## config.mk

```make
export PLATFORM = sky130hd
export DESIGN_NAME = hazard_ctrl_flat
export DESIGN_NICKNAME = d
export VERILOG_FILES = /design/src/rtl/hazard_ctrl_pkg.sv /design/src/rtl/hazard_ctrl_if.sv /design/src/rtl/hazard_perf_cnt.sv /design/src/rtl/hazard_ctrl.sv /design/src/flat_wrapper.sv
export SDC_FILE = /design/constraint.sdc
export NUM_CORES = 1
export LEC_CHECK = 0
export BUFFER_PORTS_ARGS = -buffer_cell sky130_fd_sc_hd__buf_2
export CORE_AREA = 3 3 40 42
export CTS_BUF_LIST = sky130_fd_sc_hd__clkbuf_4 sky130_fd_sc_hd__clkbuf_8 sky130_fd_sc_hd__clkbuf_16
export DETAILED_ROUTE_END_ITERATION = 16
export DIE_AREA = 0 0 43 45
export PLACE_DENSITY = 0.67
export RECOVER_POWER = 100
export SLEW_MARGIN = 20
export SYNTH_ARGS = -nofsm -noshare
export SYNTH_HDL_FRONTEND = slang
export SYNTH_HIERARCHICAL = 1
export SYNTH_SLANG_ARGS = --single-unit
```

## constraint.sdc

```tcl
create_clock -name clk_i -period 3.4 [get_ports clk_i]
set_input_delay 0.34 -clock clk_i [delete_from_list [all_inputs] [get_ports clk_i]]
set_output_delay 0.34 -clock clk_i [all_outputs]
set_load 0.05 [all_outputs]
```

## src/rtl/hazard_ctrl_pkg.sv

```systemverilog
// Shared types and constants for the hazard controller and its interface.
package hazard_ctrl_pkg;

   localparam int REG_ADDR_W = 5;
   localparam logic [REG_ADDR_W-1:0] REG_X0 = '0;
   localparam int LU_CNT_W = 4;

   typedef enum logic {
      RUN      = 1'b0,
      LU_STALL = 1'b1
   } hz_state_t;

   // Source operand hits the load destination only when the instruction actually reads it.
   function automatic logic src_hits_rd(input logic                  use_src,
                                        input logic [REG_ADDR_W-1:0] src,
                                        input logic [REG_ADDR_W-1:0] rd);
      return use_src && (src == rd);
   endfunction

endpackage

```

## src/rtl/hazard_ctrl_if.sv

```systemverilog
// Hazard-controller signal bundle. Perf counter ports exist only with HAZARD_PERF_EN.
interface hazard_ctrl_if
`ifdef HAZARD_PERF_EN
   #(parameter int CNT_W = 16)
`endif
   ;
   import hazard_ctrl_pkg::*;

   logic [REG_ADDR_W-1:0] ifid_rs1_i;
   logic [REG_ADDR_W-1:0] ifid_rs2_i;
   logic                  id_use_rs1_i;
   logic                  id_use_rs2_i;
   logic                  id_branch_taken_i;
   logic                  idex_memread_i;
   logic [REG_ADDR_W-1:0] idex_rd_i;
   logic                  dmem_req_i;
   logic                  dmem_ack_i;
   logic                  pc_write_o;
   logic                  ifid_stall_o;
   logic                  ifid_flush_o;
   logic                  idex_bubble_o;
   logic                  pipe_freeze_o;
   logic                  state_o;
`ifdef HAZARD_PERF_EN
   logic [CNT_W-1:0]      stall_cnt_o;
   logic [CNT_W-1:0]      flush_cnt_o;
`endif

   modport master (
      output ifid_rs1_i, ifid_rs2_i, id_use_rs1_i, id_use_rs2_i, id_branch_taken_i,
      output idex_memread_i, idex_rd_i, dmem_req_i, dmem_ack_i,
      input  pc_write_o, ifid_stall_o, ifid_flush_o, idex_bubble_o, pipe_freeze_o, state_o
`ifdef HAZARD_PERF_EN
      , input stall_cnt_o, flush_cnt_o
`endif
   );

   modport slave (
      input  ifid_rs1_i, ifid_rs2_i, id_use_rs1_i, id_use_rs2_i, id_branch_taken_i,
      input  idex_memread_i, idex_rd_i, dmem_req_i, dmem_ack_i,
      output pc_write_o, ifid_stall_o, ifid_flush_o, idex_bubble_o, pipe_freeze_o, state_o
`ifdef HAZARD_PERF_EN
      , output stall_cnt_o, flush_cnt_o
`endif
   );

endinterface

```

## src/rtl/hazard_perf_cnt.sv

```systemverilog
// Saturating event counter used for stall/flush statistics (HAZARD_PERF_EN builds).
module hazard_perf_cnt #(
   parameter int CNT_W = 16
) (
   input  logic             clk_i,
   input  logic             rst_n_i,
   input  logic             inc_i,
   output logic [CNT_W-1:0] cnt_o
);

   always_ff @(posedge clk_i or negedge rst_n_i) begin
      if (!rst_n_i) begin
         cnt_o <= '0;
      end else if (inc_i && (cnt_o != {CNT_W{1'b1}})) begin
         cnt_o <= cnt_o + CNT_W'(1);
      end
   end

endmodule

```

## src/rtl/hazard_ctrl.sv

```systemverilog
// Stall/flush/freeze generator for the 5-stage pipeline; Mealy outputs from state, count and inputs.
// Optional stall/flush perf counters are built when HAZARD_PERF_EN is defined.
module hazard_ctrl
   import hazard_ctrl_pkg::*;
#(
   parameter int LOAD_STALL_CYC = 1,
   parameter int CNT_W          = 16
) (
   input logic         clk_i,
   input logic         rst_n_i,
   hazard_ctrl_if.slave hif
);

   localparam logic [LU_CNT_W-1:0] LU_RELOAD = LU_CNT_W'(LOAD_STALL_CYC - 1);

   if ((LOAD_STALL_CYC < 1) || (LOAD_STALL_CYC > 15) || (CNT_W < 1)) begin : g_param_check
      $error("hazard_ctrl: LOAD_STALL_CYC must be 1..15 and CNT_W at least 1");
   end

   hz_state_t             state_reg, state_next;
   logic [LU_CNT_W-1:0]   lu_cnt_reg, lu_cnt_next;
   logic                  freeze, hazard;
   logic                  pc_write, stall, flush, bubble;
   logic [REG_ADDR_W-1:0] src_addr [2];
   logic [1:0]            src_use;
   logic [1:0]            src_hit;

   assign src_addr[0] = hif.ifid_rs1_i;
   assign src_addr[1] = hif.ifid_rs2_i;
   assign src_use     = {hif.id_use_rs2_i, hif.id_use_rs1_i};

   for (genvar gi = 0; gi < 2; gi++) begin : g_src
      assign src_hit[gi] = src_hits_rd(src_use[gi], src_addr[gi], hif.idex_rd_i);
   end

   assign freeze = hif.dmem_req_i & ~hif.dmem_ack_i;
   assign hazard = hif.idex_memread_i & (hif.idex_rd_i != REG_X0) & (|src_hit);

   always_comb begin
      state_next  = state_reg;
      lu_cnt_next = lu_cnt_reg;
      pc_write    = 1'b0;
      stall       = 1'b0;
      flush       = 1'b0;
      bubble      = 1'b0;
      if (freeze) begin
         stall = 1'b1;
      end else if (state_reg == LU_STALL) begin
         // Branch outcome is ignored here: its operands come from the load still in flight.
         stall  = 1'b1;
         bubble = 1'b1;
         if (lu_cnt_reg == LU_CNT_W'(1)) begin
            state_next  = RUN;
            lu_cnt_next = '0;
         end else begin
            lu_cnt_next = lu_cnt_reg - LU_CNT_W'(1);
         end
      end else if (hazard) begin
         stall  = 1'b1;
         bubble = 1'b1;
         if (LOAD_STALL_CYC > 1) begin
            state_next  = LU_STALL;
            lu_cnt_next = LU_RELOAD;
         end
      end else begin
         pc_write = 1'b1;
         flush    = hif.id_branch_taken_i;
      end
   end

   always_ff @(posedge clk_i or negedge rst_n_i) begin
      if (!rst_n_i) begin
         state_reg  <= RUN;
         lu_cnt_reg <= '0;
      end else begin
         state_reg  <= state_next;
         lu_cnt_reg <= lu_cnt_next;
      end
   end

   // Gating with reset keeps every control low while reset is held, with no edge needed.
   assign hif.pc_write_o    = rst_n_i & pc_write;
   assign hif.ifid_stall_o  = rst_n_i & stall;
   assign hif.ifid_flush_o  = rst_n_i & flush;
   assign hif.idex_bubble_o = rst_n_i & bubble;
   assign hif.pipe_freeze_o = rst_n_i & freeze;
   assign hif.state_o       = rst_n_i & (state_reg == LU_STALL);

`ifdef HAZARD_PERF_EN
   logic [1:0]       perf_inc;
   logic [CNT_W-1:0] perf_cnt [2];

   assign perf_inc = {rst_n_i & flush, rst_n_i & stall};

   for (genvar gi = 0; gi < 2; gi++) begin : g_perf
      hazard_perf_cnt #(.CNT_W(CNT_W)) u_cnt (
         .clk_i   (clk_i),
         .rst_n_i (rst_n_i),
         .inc_i   (perf_inc[gi]),
         .cnt_o   (perf_cnt[gi])
      );
   end

   assign hif.stall_cnt_o = perf_cnt[0];
   assign hif.flush_cnt_o = perf_cnt[1];
`endif

endmodule

```

## src/flat_wrapper.sv

```systemverilog
// flat-port wrapper written by rule: the top's interface ports become plain ports
module hazard_ctrl_flat import hazard_ctrl_pkg::*;
#(
   parameter int LOAD_STALL_CYC = 1,
   parameter int CNT_W          = 16
)
  (clk_i, rst_n_i, hif_ifid_rs1_i, hif_ifid_rs2_i, hif_id_use_rs1_i, hif_id_use_rs2_i, hif_id_branch_taken_i, hif_idex_memread_i, hif_idex_rd_i, hif_dmem_req_i, hif_dmem_ack_i, hif_pc_write_o, hif_ifid_stall_o, hif_ifid_flush_o, hif_idex_bubble_o, hif_pipe_freeze_o, hif_state_o);
  hazard_ctrl_if hif_i ();
  input logic clk_i;
  input logic rst_n_i;
  input wire logic [$bits(hif_i.ifid_rs1_i)-1:0] hif_ifid_rs1_i;
  input wire logic [$bits(hif_i.ifid_rs2_i)-1:0] hif_ifid_rs2_i;
  input wire logic [$bits(hif_i.id_use_rs1_i)-1:0] hif_id_use_rs1_i;
  input wire logic [$bits(hif_i.id_use_rs2_i)-1:0] hif_id_use_rs2_i;
  input wire logic [$bits(hif_i.id_branch_taken_i)-1:0] hif_id_branch_taken_i;
  input wire logic [$bits(hif_i.idex_memread_i)-1:0] hif_idex_memread_i;
  input wire logic [$bits(hif_i.idex_rd_i)-1:0] hif_idex_rd_i;
  input wire logic [$bits(hif_i.dmem_req_i)-1:0] hif_dmem_req_i;
  input wire logic [$bits(hif_i.dmem_ack_i)-1:0] hif_dmem_ack_i;
  output wire logic [$bits(hif_i.pc_write_o)-1:0] hif_pc_write_o;
  output wire logic [$bits(hif_i.ifid_stall_o)-1:0] hif_ifid_stall_o;
  output wire logic [$bits(hif_i.ifid_flush_o)-1:0] hif_ifid_flush_o;
  output wire logic [$bits(hif_i.idex_bubble_o)-1:0] hif_idex_bubble_o;
  output wire logic [$bits(hif_i.pipe_freeze_o)-1:0] hif_pipe_freeze_o;
  output wire logic [$bits(hif_i.state_o)-1:0] hif_state_o;
  assign hif_i.ifid_rs1_i = hif_ifid_rs1_i;
  assign hif_i.ifid_rs2_i = hif_ifid_rs2_i;
  assign hif_i.id_use_rs1_i = hif_id_use_rs1_i;
  assign hif_i.id_use_rs2_i = hif_id_use_rs2_i;
  assign hif_i.id_branch_taken_i = hif_id_branch_taken_i;
  assign hif_i.idex_memread_i = hif_idex_memread_i;
  assign hif_i.idex_rd_i = hif_idex_rd_i;
  assign hif_i.dmem_req_i = hif_dmem_req_i;
  assign hif_i.dmem_ack_i = hif_dmem_ack_i;
  assign hif_pc_write_o = hif_i.pc_write_o;
  assign hif_ifid_stall_o = hif_i.ifid_stall_o;
  assign hif_ifid_flush_o = hif_i.ifid_flush_o;
  assign hif_idex_bubble_o = hif_i.idex_bubble_o;
  assign hif_pipe_freeze_o = hif_i.pipe_freeze_o;
  assign hif_state_o = hif_i.state_o;
  hazard_ctrl #(.LOAD_STALL_CYC(LOAD_STALL_CYC), .CNT_W(CNT_W)) u_core (.clk_i(clk_i), .rst_n_i(rst_n_i), .hif(hif_i));
endmodule
```

==> summary.md, run 1 <==
| Metric | Value |
|---|---|
| Status | finished clean |
| Worst VDD drop | around 0.18 mV |
| Die ar. | around 1900 um2 |
| Post-route ant nets | 0 |
| Bufs on Longest Clock Path | 2 |
| Yosys warning count | 6 |
| Critical Path Start Type | input port |
| Pleak | approximately 0.30 nW |
| Crit path buf inv count | 3 |
| Skew-Pair Late Insertion Delay | roughly 0.23 ns |
| Inst Count DP | between 90 and 100 |
| Synthesized area | roughly 460 um2 |
| Hold path start | hif_dmem_ack_i |
| Crit path time final | about 2.5 ns |
| Post-CTS Setup Inserts | 0 |
| Number of fill cells | 128 |
| Largest net degree at the start of global routing | 12 |
| Syn_nets | 76 |
| Chip width | between 40 and 50 um |
| Final Cycle Share | 0.740 |
| Total GRT Usage | 0.126 |
| Layout Cells excl Fill | 99 |
| Cell Chain, Critical Path | dlygate4sd3_1 > clkbuf_1 > nand2_1 > nor2b_4 > a32o_1 > clkbuf_1 |
| Yosys reg bits | 5 |
| Drt first pass iters | 4 |
| Crit path capture type | primary output |
| Most frequent cells in the layout | buf_2 (21), xnor2_1 (10), clkbuf_1 (7), nand2_1 (5), dfrtp_1 (5) |
| Max_cap viols | 0 |
| Routed wire length per instance | approximately 11 um |
| Num rows | 13 |
| DRC errors left | 0 |
| Clock Sinks | 5 |
| Syn Inst Count | 51 |
| Hold slack | between 0.4 and 0.5 ns |
| Worst r2r src | u_core/state_reg |
| RSZ-0062 raised after global routing | no |
| Routed WL | 1.07 mm |
| Wire length on met1 | 459 um |
| DR WL met2 | approximately 540 um |
| Area growth syn-to-layout | 41.8% |
| Setup total negative slack | 0 ns |
| # port buffers | 28 |
| Worst-path maximum fanout | 11 |
| Vias in the first global route | between 400 and 500 |
| Core Area | roughly 1300 um2 |
| CP max-delay cell | dlygate4sd3_1 |
| Area after DPL | around 610 um2 |
| Fmax achieved | 0.397 GHz |
| Worst path max stage delay | roughly 0.52 ns |
| Worst path required time | ~3 ns |
| Ratio of cells with drive above 1 in the final layout | 0.345 |
| Critical Path Most Common Cell | clkbuf_1 |
| Max_slew headroom | 0.603 |
| Mean Syn Cell Area | around 8.9 um2 |
| Fraction of registers with async set or reset after synthesis | 1.00 |
| WL met3 | 68 um |
| Layout net count | 110 |
| Max Slew Vio Count | 0 |
| First-pass GRT wire length | 1.76 mm |
| Top layer in use | met3 |
| CP Class | input port to primary output |
| CTS root buf | clkbuf_4 |
| Max reg flops | 4 |
| Most common cell after layout, fill and taps aside | buf_2 |
| Vias/cell | around 4.8 |
| Non-Filler Cell Area, Final | approximately 650 um2 |
| Hold WC Path Type | input port to register |
| Worst setup path startpoint | rst_n_i |
| Worst slew pin tran | 0.598 ns |
| Die Ht | 45 um |
| CP top delay family | buffers and inverters |
| Final setup violation count | 0 |
| Routability Congestion | about 0.73 |
| Most used DFF post-synth | dfrtp_1 |
| Power, Total | between 0.00015 and 0.0002 W |
| Via count | around 470 |
| Top Ports | 29 |
| PD cells | about 290 nW/um2 |
| Post-synthesis sequential area ratio | 0.275 |
| Worst EP arrival | about 2.2 ns |
| CTS buffer count | 3 |
| DP Wirelength | 888 um |
| Worst-path clk slew | 0.05 ns |
| Post-synth EDFFs | 0 |
| Initial Utilization | 0.354 |
| Initial antenna violation count | 0 |
| CTS tree | yes |
| Iteration-0 DRC count of the detailed router | 13 |
| Grt total ovfl | 0 |
| Number of diodes | 0 |
| Hold Vio Cnt, Final | 0 |
| Post-synth cell types | 25 |
| H-tree Lvls | 1 |
| Skew final | between 0.002 and 0.0025 ns |
## worst reg2reg max path: stages (launching register included)
cell     delay, ns
dfrtp_1       0.43
nand2_1       0.15
nor4_1        0.22
mux2_2        0.36
## cells by family (layout without fill, tap and decap cells)
logic type               after synthesis  after routing  synth area share
AO/OA/AOI/OAI                         10             10             0.162
XOR/XNOR                              10             10             0.192
buffers and inverters                  4             37            0.0330
AND/OR/NAND/NOR                       18             18             0.234
flip-flops                             5              5             0.275
adder cells (fa/ha/maj)                2              2            0.0549
multiplexers                           2              2            0.0494
## per-layer routing
layer,up-vias,track usage
li1,250,-
met1,205,0.139
met2,16,0.210
met3,0,0.0359
met4,0,0.0904
met5,-,0
## area by class of cell
type                       count  area, um2  area share
clock buffer                   4       30.0      0.0465
inverter                       4       15.0      0.0233
multi-input combinational     42        315       0.488
sequential                     5        125       0.194
tap                           15       18.8      0.0291
timing repair buffer          29        141       0.219
## worst paths after layout
path / endpoint / slack, ns / depth (start not counted)
max: hif_idex_bubble_o / 0.88 / 6
min: u_core/state_reg / 0.44 / 3
max reg2reg: u_core/lu_cnt_reg[3] / 2.12 / 3
min reg2reg: u_core/lu_cnt_reg[1] / 0.51 / 2
max in group asynchronous: u_core/lu_cnt_reg[1] / 2.48 / 2
min in group asynchronous: u_core/lu_cnt_reg[2] / 0.58 / 2
## repair_timing
item                      CTS  global route
hold buffers                1             0
hold endpoints to repair    5             0
resized for setup           0             0
## cells in the mapped netlist (2+ instances only)
library cell / n / area [um2]
nand3_1: 2 / 10.0
nand4_1: 2 / 12.5
nand2_1: 5 / 18.8
xnor2_1: 10 / 87.6
mux2_2: 2 / 22.5
ha_1: 2 / 25.0
nor2_1: 2 / 7.51
a211oi_1: 2 / 15.0
inv_1: 4 / 15.0
dfrtp_1: 5 / 125
## power breakdown
group           total, W  internal, W  switching (W)
combinational  0.0000508    0.0000234      0.0000274
clock          0.0000754    0.0000523      0.0000231
sequential     0.0000597    0.0000597              0
total           0.000186     0.000135      0.0000505
## per-stage QoR
step	setup WS, ns	utilization
after detailed placement	1.32	0.478
final	0.882	0.502
after global routing	0.745	0.502
after global placement	1.32	0.478
after CTS	1.31	0.509
after floorplan	0.833	-
Note: power is estimated with default switching activity, not from simulation.
==> inputs of run 2 (changes only) <==
==> constraint.sdc (replaced) <==
create_clock -name clk_i -period 2.4 [get_ports clk_i]
set_input_delay 0.24 -clock clk_i [delete_from_list [all_inputs] [get_ports clk_i]]
set_output_delay 0.24 -clock clk_i [all_outputs]
set_load 0.05 [all_outputs]
==> run 2 against run 1 <==
Against the previous run: sequential power up 42%; via count did not move; non-clock buffer count stayed put; first-iteration DRC count stayed put; worst hold slack worse by 0.10 ns; clock power increased by 42%; routed wire length barely moved; combinational power up 42%; largest power group unchanged; highest routed layer unchanged.
==> summary.md, run 2 (synthesis results as in run 1) <==
| Metric | Value |
|---|---|
| CP top delay family | buffers and inverters |
| Grt total ovfl | 0 (unchanged) |
| Final Core Density | 0.503 (+0.000974) |
| Num rows | 13 (unchanged) |
| Area after DPL | 614 um2 (unchanged) |
| Hold WC Path Type | input port to register |
| Post-route ant nets | 0 (unchanged) |
| First-pass GRT wire length | 1.76 mm (unchanged) |
| CTS tree | yes |
| Largest net degree at the start of global routing | 12 (unchanged) |
| RSZ-0062 raised after global routing | no |
| Top Ports | 29 (unchanged) |
| Status | finished clean |
| Layout net count | 110 (unchanged) |
| Vias in the first global route | 428 (unchanged) |
| Max_slew headroom | 0.603 (about the same) |
| Worst r2r src | u_core/state_reg |
| Drt first pass iters | 4 (unchanged) |
| Most frequent cells in the layout | buf_2 (22), xnor2_1 (10), clkbuf_1 (6), nand2_1 (5), dfrtp_1 (5) |
| Setup total negative slack | 0 ns (unchanged) |
| Skew final | 0.00220 ns (unchanged) |
| Die ar. | 1940 um2 (unchanged) |
| Clock Sinks | 5 (unchanged) |
| Skew-Pair Late Insertion Delay | 0.23 ns (about the same) |
| Hold Vio Cnt, Final | 0 (unchanged) |
| Iteration-0 DRC count of the detailed router | 13 (unchanged) |
| PD cells | 407 nW/um2 (+42%) |
| Routed WL | 1.07 mm (about the same) |
| Total GRT Usage | 0.126 (unchanged) |
| Worst slew pin tran | 0.598 ns (+0.0000430 ns) |
| Max_cap viols | 0 (unchanged) |
| Power, Total | 0.000264 W (+42%) |
| CTS buffer count | 3 (unchanged) |
| Routed wire length per instance | 10.8 um (about the same) |
| Die Ht | 45 um (unchanged) |
| Worst path max stage delay | 0.52 ns (about the same) |
| Number of diodes | 0 (unchanged) |
| Max Slew Vio Count | 0 (unchanged) |
| Critical Path Start Type | input port |
| Crit path capture type | primary output |
| CTS root buf | clkbuf_4 |
| Initial antenna violation count | 0 (unchanged) |
| Final setup violation count | 0 (unchanged) |
| Worst hold path endpoint | u_core/state_reg |
| Fmax achieved | 0.482 GHz |
| Area growth syn-to-layout | 42.0% |
| Ratio of cells with drive above 1 in the final layout | 0.357 (+0.0119) |
| Max reg flops | 4 (unchanged) |
| Worst-path maximum fanout | 11 (unchanged) |
| H-tree Lvls | 1 (unchanged) |
| CP max-delay cell | dlygate4sd3_1 |
| Post-CTS Setup Inserts | 0 (unchanged) |
| Most common cell after layout, fill and taps aside | buf_2 |
| Via count | 471 (unchanged) |
| RR Endpoint | u_core/lu_cnt_reg[3] |
| Non-Filler Cell Area, Final | 647 um2 (+0.19%) |
| Worst path required time | 2.16 ns (-0.90 ns) |
| Hold path start | hif_dmem_ack_i |
| Chip width | 43 um (unchanged) |
| Reg2Reg Depth | 3 (unchanged) |
| Routability Congestion | 0.729 (unchanged) |
| Initial Utilization | 0.354 (unchanged) |
| DRC errors left | 0 (unchanged) |
| # port buffers | 28 (unchanged) |
| Bufs on Longest Clock Path | 2 (unchanged) |
| Vias/cell | 4.76 (unchanged) |
| Cell Chain, Critical Path | dlygate4sd3_1 > buf_2 > nand2_1 > nor2b_4 > a32o_1 > clkbuf_1 |
| Worst VDD drop | 0.250 mV (+42%) |
| Worst-path clk slew | 0.05 ns (about the same) |
| Crit path buf inv count | 3 (unchanged) |
| Crit path time final | approximately 2.1 ns |
| Pleak | 0.299 nW (+0.93%) |
| Reg2reg setup slack | 1.12 ns (-1.00 ns) |
| Worst EP arrival | 1.83 ns (-0.35 ns) |
| Worst Hold Depth | 3 (unchanged) |
| CP Class | input port to primary output |
| Final Cycle Share | 0.864 |
| DP Wirelength | 888 um (unchanged) |
| Core Area | 1280 um2 (unchanged) |
run 2: cell types whose count changed in the layout (fill, tap and decap cells not counted), sizes merged:
| cell | delta |
|---|---|
| buf | +1 |
| clkbuf | -1 |
run 2: through the flow:
stage / hold slack [ns] / setup slack [ns] / std cells
global route: 0.363 / 0.233 / 99
finish: 0.343 / 0.326 / 99
detailed placement: 0.103 / 0.520 / 94
global placement: 0.0975 / 0.524 / 94
CTS: 0.343 / 0.509 / 99
floorplan: -0.0556 / 0.0333 / 51
run 2: worst max-delay path by stage:
stage | startpoint | end | slack [ns] | cells after the start
final | rst_n_i | hif_idex_bubble_o | 0.33 | 6
after global routing | rst_n_i | hif_ifid_stall_o | 0.23 | 6
after CTS | hif_idex_rd_i[0] | hif_idex_bubble_o | 0.51 | 6
after detailed placement | hif_idex_rd_i[0] | hif_idex_bubble_o | 0.52 | 6
after global placement | hif_idex_rd_i[0] | hif_idex_bubble_o | 0.52 | 6
after floorplan | hif_idex_rd_i[0] | hif_ifid_flush_o | 0.03 | 3
run 2: final cells by class:
cell class / instances / area (um2)
repair buffers: 29 / 143
flip-flops and latches: 5 / 125
multi-input cells: 42 / 315
inverters: 4 / 15.0
clock buffers: 4 / 30.0
fillers: 127 / 638
well taps: 15 / 18.8
run 2: worst register-to-register path: cells and delay by family (launching register included):
family | cells | cell delay [ns]
flops | 1 | 0.43
simple gates | 2 | 0.37
mux | 1 | 0.36
run 2: report_power, final:
group          leakage (nW)  switching [W]  internal (W)
logic                 0.211      0.0000388     0.0000333
registers            0.0699              0     0.0000846
clock network        0.0184      0.0000328     0.0000740
total                 0.299      0.0000716      0.000192
run 2: repair_timing:
action / 4_1_cts / 5_1_grt
hold endpoints to repair: 5 / 0
endpoints found under the setup margin: 0 / 0
gates resized for setup: 0 / 0
hold buffers: 1 / 0
run 2: routing by layer:
layer,share of wire,GRT usage,vias to the layer above
met2,0.51,0.210,16
met4,0,0.0904,0
met3,0.064,0.0359,0
met1,0.43,0.139,205
met5,0,0,-
li1,-,-,250
==> inputs of run 3 (changes only) <==
--- a/config.mk
+++ b/config.mk
@@ -6,11 +6,12 @@
 export NUM_CORES = 1
 export LEC_CHECK = 0
 export BUFFER_PORTS_ARGS = -buffer_cell sky130_fd_sc_hd__buf_2
-export CORE_AREA = 3 3 40 42
+export CELL_PAD_IN_SITES_DETAIL_PLACEMENT = 0
+export CELL_PAD_IN_SITES_GLOBAL_PLACEMENT = 2
+export CORE_UTILIZATION = 22
 export CTS_BUF_LIST = sky130_fd_sc_hd__clkbuf_4 sky130_fd_sc_hd__clkbuf_8 sky130_fd_sc_hd__clkbuf_16
 export DETAILED_ROUTE_END_ITERATION = 16
-export DIE_AREA = 0 0 43 45
-export PLACE_DENSITY = 0.67
+export PLACE_DENSITY_LB_ADDON = 0.1
 export RECOVER_POWER = 100
 export SLEW_MARGIN = 20
 export SYNTH_ARGS = -nofsm -noshare
==> constraint.sdc (replaced) <==
create_clock -name clk_i -period 2.45 [get_ports clk_i]
set_input_delay 0.245 -clock clk_i [delete_from_list [all_inputs] [get_ports clk_i]]
set_output_delay 0.245 -clock clk_i [all_outputs]
set_load 0.05 [all_outputs]
==> run 3 against run 2 <==
Against the previous run: sequential power down 2%; final area up 2.3%; first-iteration DRC count down 31%; non-clock buffer count unchanged; utilization down 17 points; final cell count up 12%; sequential share of layout area down 0.44 points; clock skew down 0.0016 ns; critical path depth unchanged; critical path type unchanged; critical endpoint unchanged; largest power group unchanged.
==> summary.md, run 3 (synthesis results as in run 1) <==
| Metric | Value |
|---|---|
| CP top delay family | buffers and inverters |
| Core Area | 1960 um2 (+53%) |
| Ratio of cells with drive above 1 in the final layout | 0.357 (unchanged) |
| Hold Vio Cnt, Final | 0 (unchanged) |
| Area growth syn-to-layout | 45.3% |
| Number of diodes | 0 (unchanged) |
| Initial antenna violation count | 0 (unchanged) |
| CP max-delay cell | dlygate4sd3_1 |
| Vias/cell | 4.35 (-8.5%) |
| CTS resizes | 0 (unchanged) |
| CTS tree | yes |
| PD cells | 396 nW/um2 (-2.7%) |
| Vias in the first global route | 438 (+2.3%) |
| Most frequent cells in the layout | buf_2 (22), xnor2_1 (10), clkbuf_1 (6), nand2_1 (5), dfrtp_1 (5) |
| CP Class | input port to primary output |
| Max_slew headroom | 0.601 (-0.00229) |
| Num rows | 16 (+3) |
| Pleak | 0.299 nW (unchanged) |
| PnR worst setup slack | 0.376 ns (+0.0501 ns) |
| Max Slew Vio Count | 0 (unchanged) |
| Worst path required time | 2.20 ns (+0.04 ns) |
| First-pass GRT wire length | 1.73 mm (-1.6%) |
| Routed WL | 1.19 mm (+11%) |
| Via count | 483 (+2.5%) |
| Crit path time final | about 2.1 ns |
| Max reg flops | 4 (unchanged) |
| Worst-path clk slew | 0.04 ns (about the same) |
| Post-CTS Setup Inserts | 0 (unchanged) |
| Routed wire length per instance | 10.7 um (-1.1%) |
| Post-route ant nets | 0 (unchanged) |
| Iteration-0 DRC count of the detailed router | 9 (-4) |
| RSZ-0062 raised after global routing | no |
| Crit path capture type | primary output |
| Drt first pass iters | 2 (-2) |
| H-tree Lvls | 1 (unchanged) |
| Critical Path Start Type | input port |
| Bufs on Longest Clock Path | 2 (unchanged) |
| Largest net degree at the start of global routing | 12 (unchanged) |
| Total GRT Usage | 0.114 (-0.0125) |
| Worst-path maximum fanout | 11 (unchanged) |
| Initial Utilization | 0.232 (-0.122) |
| # port buffers | 28 (unchanged) |
| Setup total negative slack | 0 ns (unchanged) |
| Layout net count | 110 (unchanged) |
| Grt total ovfl | 0 (unchanged) |
| Chip width | 47.5 um (+10%) |
| Final setup violation count | 0 (unchanged) |
| CTS root buf | clkbuf_4 |
| Worst slew pin tran | 0.601 ns (+0.00345 ns) |
| DP Wirelength | 1.01 mm (+13%) |
| Worst EP arrival | 1.83 ns (about the same) |
| Skew final | 0.000582 ns (-0.00161 ns) |
| Max_cap viols | 0 (unchanged) |
| Final Cycle Share | 0.846 |
| Pre-CTS WS | 0.544 ns (+0.0247 ns) |
| Skew-Pair Late Insertion Delay | 0.24 ns (about the same) |
| Cell Chain, Critical Path | dlygate4sd3_1 > buf_2 > nand2_1 > nor2b_4 > a32o_1 > clkbuf_1 |
| Fmax achieved | between 0.4 and 0.5 GHz |
| Crit path buf inv count | 3 (unchanged) |
| CTS buffer count | 3 (unchanged) |
| Worst VDD drop | 0.268 mV (+7.5%) |
| Die ar. | 2260 um2 (+17%) |
| Worst path max stage delay | 0.52 ns (about the same) |
| Hold WC Path Type | input port to register |
| Clock Sinks | 5 (unchanged) |
| Die Ht | 47.5 um (+5.6%) |
| DRC errors left | 0 (unchanged) |
| Most common cell after layout, fill and taps aside | buf_2 |
| Routability Congestion | 0.710 (-2.6%) |
| Top Ports | 29 (unchanged) |
| Status | finished clean |
## run 3: cell counts in the layout (fill, tap and decap cells not counted)
No cell type changed its count.
## run 3: final cells by class
class	count	area [um2]
Clock buffer	4	30.0
Fill cell	230	1300
Inverter	4	15.0
Multi-Input combinational cell	42	315
Sequential cell	5	125
Tap cell	27	33.8
Timing Repair Buffer	29	143
## run 3: report_power, final
part           leakage, nW  internal [W]  switching [W]
registers           0.0699     0.0000829              0
clock network       0.0184     0.0000727      0.0000353
logic                0.211     0.0000327      0.0000388
## run 3: tightest hold or removal path: stages
cell and delay [ns]:
buf_2 0.08, or2b_4 0.14, a21boi_0 0.08
## run 3: worst paths after layout
| path | from | endpoint | slack [ns] | depth (start not counted) |
|---|---|---|---|---|
| max | rst_n_i | hif_idex_bubble_o | 0.38 | 6 |
| min | hif_dmem_ack_i | u_core/state_reg | 0.34 | 3 |
| max reg2reg | u_core/state_reg | u_core/lu_cnt_reg[3] | 1.12 | 3 |
| min reg2reg | u_core/lu_cnt_reg[1] | u_core/lu_cnt_reg[1] | 0.55 | 2 |
| max in group asynchronous | rst_n_i | u_core/lu_cnt_reg[1] | 1.90 | 2 |
| min in group asynchronous | rst_n_i | u_core/lu_cnt_reg[3] | 0.38 | 2 |
## run 3: timing repair
action                                  CTS  global route
endpoints found under the setup margin    0             0
hold buffers                              1             0
hold endpoints to repair                  5             0
## run 3: stage by stage
stage | cells | hold slack, ns | utilization | total power [W] | area [um2]
2_1_floorplan | 51 | -0.0506 | - | 0.000125 | 455
3_3_place_gp | 106 | 0.115 | 0.321 | 0.000157 | 629
3_5_place_dp | 106 | 0.107 | 0.321 | 0.000156 | 629
4_1_cts | 111 | 0.338 | 0.341 | 0.000270 | 669
5_1_grt | 111 | 0.348 | 0.337 | 0.000278 | 662
6_report | 111 | 0.339 | 0.337 | 0.000262 | 662
## run 3: per-layer routing
layer  routed length (um)  part of all wire  vias to the layer above  global-route usage
met5                    0                 0                        -                   0
met4                    0                 0                        0              0.0343
met3                  111             0.094                        0              0.0453
met2                  575              0.48                       24               0.200
met1                  500              0.42                      210               0.126
li1                     -                 -                      249                   -
